===== src/rtl/seq_scan_ctrl.sv =====
// Word-to-bit-serial scan controller with an overlapping pattern matcher.
// Accepts a word, scans it MSB-first, then reports the per-word and running hit counts.
module seq_scan_ctrl #(
    parameter int                WORD_W = 8,
    parameter int                PAT_W  = 4,
    parameter logic [PAT_W-1:0]  PAT    = 4'b1101,
    parameter int                CNT_W  = 8
) (
    input  logic                         clk,
    input  logic                         rst,
    input  logic                         in_valid,
    output logic                         in_ready,
    input  logic [WORD_W-1:0]            in_word,
    input  logic                         flush,
    output logic                         serial_bit,
    output logic                         serial_vld,
    output logic                         hit,
    output logic                         word_done,
    output logic [$clog2(WORD_W+1)-1:0]  word_hits,
    output logic [CNT_W-1:0]             total_hits,
    output logic                         busy
);

    localparam int CW = (WORD_W > 1) ? $clog2(WORD_W) : 1;
    localparam int FW = $clog2(PAT_W);
    localparam logic [CW-1:0] LAST = CW'(WORD_W - 1);
    localparam logic [FW-1:0] FMAX = FW'(PAT_W - 1);

    typedef enum logic [1:0] {
        IDLE   = 2'd0,
        SHIFT  = 2'd1,
        REPORT = 2'd2
    } state_t;

    state_t              state;
    state_t              state_n;
    logic [WORD_W-1:0]   shift_reg;
    logic [CW-1:0]       bit_cnt;
    logic [PAT_W-2:0]    hist;
    logic [FW-1:0]       fill;
    logic [PAT_W-1:0]    win;
    logic                match;

    assign serial_bit = shift_reg[WORD_W-1];
    assign serial_vld = (state == SHIFT);
    assign in_ready   = (state == IDLE);
    assign word_done  = (state == REPORT);
    assign busy       = (state != IDLE);

    // Window of prior bits plus the bit on the wire this cycle
    assign win   = {hist, serial_bit};
    assign match = (state == SHIFT) && (win == PAT) && (fill == FMAX);

    always_ff @(posedge clk) begin
        if (rst) begin
            state <= IDLE;
        end else begin
            state <= state_n;
        end
    end

    always_comb begin
        state_n = state;
        case (state)
            IDLE:    if (in_valid) state_n = SHIFT;
            SHIFT:   if (bit_cnt == LAST) state_n = REPORT;
            REPORT:  state_n = IDLE;
            default: state_n = IDLE;
        endcase
    end

    always_ff @(posedge clk) begin
        if (rst) begin
            shift_reg  <= '0;
            bit_cnt    <= '0;
            hist       <= '0;
            fill       <= '0;
            hit        <= 1'b0;
            word_hits  <= '0;
            total_hits <= '0;
        end else begin
            hit <= 1'b0;
            case (state)
                IDLE: begin
                    // Flush lands before the first bit of a same-cycle word
                    if (flush) begin
                        hist <= '0;
                        fill <= '0;
                    end
                    if (in_valid) begin
                        shift_reg <= in_word;
                        bit_cnt   <= '0;
                        word_hits <= '0;
                    end
                end
                SHIFT: begin
                    shift_reg <= shift_reg << 1;
                    bit_cnt   <= bit_cnt + 1'b1;
                    hist      <= win[PAT_W-2:0];
                    if (fill != FMAX) fill <= fill + 1'b1;
                    if (match) begin
                        hit       <= 1'b1;
                        word_hits <= word_hits + 1'b1;
                        if (total_hits != '1) total_hits <= total_hits + 1'b1;
                    end
                end
                default: ;
            endcase
        end
    end

endmodule


===== config.mk =====
export PLATFORM = sky130hd
export DESIGN_NAME = seq_scan_ctrl
export DESIGN_NICKNAME = d
export VERILOG_FILES = /design/src/rtl/seq_scan_ctrl.sv
export SDC_FILE = /design/constraint.sdc
export NUM_CORES = 1
export LEC_CHECK = 0
export ABC_AREA = 1
export CAP_MARGIN = 10
export CORE_ASPECT_RATIO = 1.4
export CORE_UTILIZATION = 50
export CTS_BUF_LIST = sky130_fd_sc_hd__clkbuf_16
export DETAILED_ROUTE_END_ITERATION = 8
export PLACE_DENSITY = 0.83
export SLEW_MARGIN = 20
export SYNTH_ARGS = -nofsm -noshare
export SYNTH_HDL_FRONTEND = slang
export SYNTH_SLANG_ARGS = --single-unit

===== constraint.sdc =====
create_clock -name clk -period 1.5 [get_ports clk]
set_input_delay 0.15 -clock clk [delete_from_list [all_inputs] [get_ports clk]]
set_output_delay 0.15 -clock clk [all_outputs]
set_load 0.01 [all_outputs]

==> results.cfg <==
[timing]
min_period_over_period_pct = 98.9
tightest_slew_ps = 301
hold_viol = 0
rsz0062_at_grt = no
fin_crit_ps = 1480
finalClockSkew_ps = 2.65
setup_viol = 0
fmax_ghz = 0.674
final.setup.tns_ps = 0
report.final.slew_viol_count = 0
slew_headroom_pct = 79.9

[worst_setup_path]
reg2reg_from = fill[0]
critPathCaptureType = output port
crit_fanout = 6
crit_path_end = busy
r2r-end = total_hits[6]
reg2reg_slack_ps = 110
worstSetupPathType = reg -> out
crit_arrival_ps = 1330
required_ps = 1350
start_kind = flip-flop
r2r_cells = 7
cp-startpoint = state[0]

[place]
dp_cells = 282
place.gp.congestion = 0.767
io_buffers = 29
dpl_cell_area_mm2 = 0.00186
hpwl_um = 2310

[synthesis]
mappedNetlistNets = 234
yosysTopAreaCell = dfxtp_1
synth_edf_count = 0
synth_ff_type = dfxtp_1
synthTopCellsByArea = dfxtp_1 (41%), nand2_1 (16%), nor2_1 (6.2%), inv_1 (5.9%), a21oi_1 (4.6%)
yosysWarnings = 0
synth_cell_types = 24
synthTopCellsByCount = nand2_1 (63), dfxtp_1 (31), nor2_1 (25)
syn_avg_cell_area_um2 = 7.02
synthArstFlopShare_pct = 0
yosysTopAreaCellShare_pct = 40.8
synth.most_common_cell = nand2_1
synth_seq_area_share_pct = 40.8
synthCells = 217
syn_area_mm2 = 0.00152
ys_seq_elements = 31

[outcome]
status = completed

[detailed_routing]
drt-total-wl_um = 3260
vias = 1472
wl_per_cell_um = 11.2
drc = 0
dr.pass1.iters = 4
via_per_inst = 5.08
drtIter0Drc = 26
ant_nets = 0

[floorplan]
dieArea_mm2 = 0.00327
std_cell_rows = 23
io_pins = 30
die_w_um = 48.6
initial_core_util_pct = 52.9
core_area_mm2 = 0.00288
die-height_um = 67.3

[clocking]
clk_pin_slew_ps = 50
clk_latency_ps = 270
h-tree-depth = 2
cts_tree = yes
cts_buffers = 5
cts_sinks = 31
clockBufferDepth = 2
cts-root-buf = clkbuf_16

[global_route]
grt_overflow = 0
antenna_found_initial = 0
grtUsageTotal_pct = 21.6
grt_first_pass_wirelength_um = 5320
grt_max_degree = 17
first_global_vias = 1252

[flow_run]
drv_cap = 0

[layout]
antenna_cells = 0
syn_to_final_growth_pct = 34.3
final_cells = 290
nets = 269
fin_area_mm2 = 0.00205
final_layout_size_suffix_gt1_share_pct = 11.5

[power_and_ir_drop]
p_leak_uw = 0.000864
peakVddDrop_v = 0.00128
power_density_mw_per_mm2 = 1070

[worst_hold_path]
hp-class = in -> reg
==> final cells by class <==
class,instances,area (µm²)
Fill cell,253,832
Tap cell,37,46.3
Inverter,24,90.1
Clock buffer,5,125
Timing Repair Buffer,35,339
Clock inverter,3,38.8
Sequential cell,31,624
Multi-Input combinational cell,155,782
==> logic make-up after synthesis <==
logic type | count (synthesis) | synth area share (%)
compound gates | 38 | 14.1
buf+inv | 31 | 8.55
flops | 31 | 40.8
simple gates | 110 | 31.4
fa+ha+maj | 5 | 4.11
xor+xnor | 2 | 1.15
==> metal layers <==
| layer | routed length [µm] | track usage, % |
|---|---|---|
| met1 | 1350 | 22.3 |
| met2 | 1710 | 39.2 |
| met3 | 111 | 4.95 |
| met4 | 82 | 14.7 |
| met5 | 0 | 0 |
==> through the flow <==
stage | utilization, % | power (µW) | worst slack (ps) | hold slack, ps
finish | 71.1 | 2180 | 16.6 | 437
global route | 71.1 | 2250 | 2.68 | 473
CTS | 70.6 | 2200 | 0.759 | 434
detailed placement | 64.8 | 1080 | 102 | 450
global placement | 64.8 | 1080 | 150 | 448
floorplan | - | 999 | 229 | 297
==> worst min-delay path by stage <==
stage,endpoint,depth (start not counted),startpoint
2_1_floorplan,shift_reg[0],2,in_word[0]
3_3_place_gp,bit_cnt[0],1,bit_cnt[0]
3_5_place_dp,bit_cnt[0],1,bit_cnt[0]
4_1_cts,shift_reg[0],3,in_word[0]
5_1_grt,shift_reg[7],3,in_word[7]
6_report,shift_reg[0],3,in_word[0]
==> critical path, cell delays in order, from the launching register on <==
cell             delay (ps)
dfxtp_2                 400
nor2_2                   80
inv_1                    50
clkdlybuf4s50_1         530
==> cells in the final DEF, fill, tap and decap left out, types with 5 or more instances in the layout <==
cell type and n:
nor2_1 24, clkbuf_16 5, a31oi_1 7, a21oi_1 14, dfxtp_1 28, nand2_1 63
inv_1 23, clkdlybuf4s50_1 26, nand3_1 9, o21ai_0 12, buf_4 6
==> what timing repair did <==
| item | 4_1_cts | 5_1_grt |
|---|---|---|
| gates cloned | 0 | 0 |
| buffers inserted | 0 | 0 |
| hold buffers | 0 | 0 |
| endpoints found under the setup margin | 4 | 7 |
| gates resized for setup | 5 | 5 |
==> power breakdown <==
part | internal, µW | total (µW) | switching [µW]
Clock | 772 | 1110 | 341
Sequential | 858 | 883 | 25.1
Combinational | 89.5 | 184 | 94.9
(Power assumes the default switching activity.)
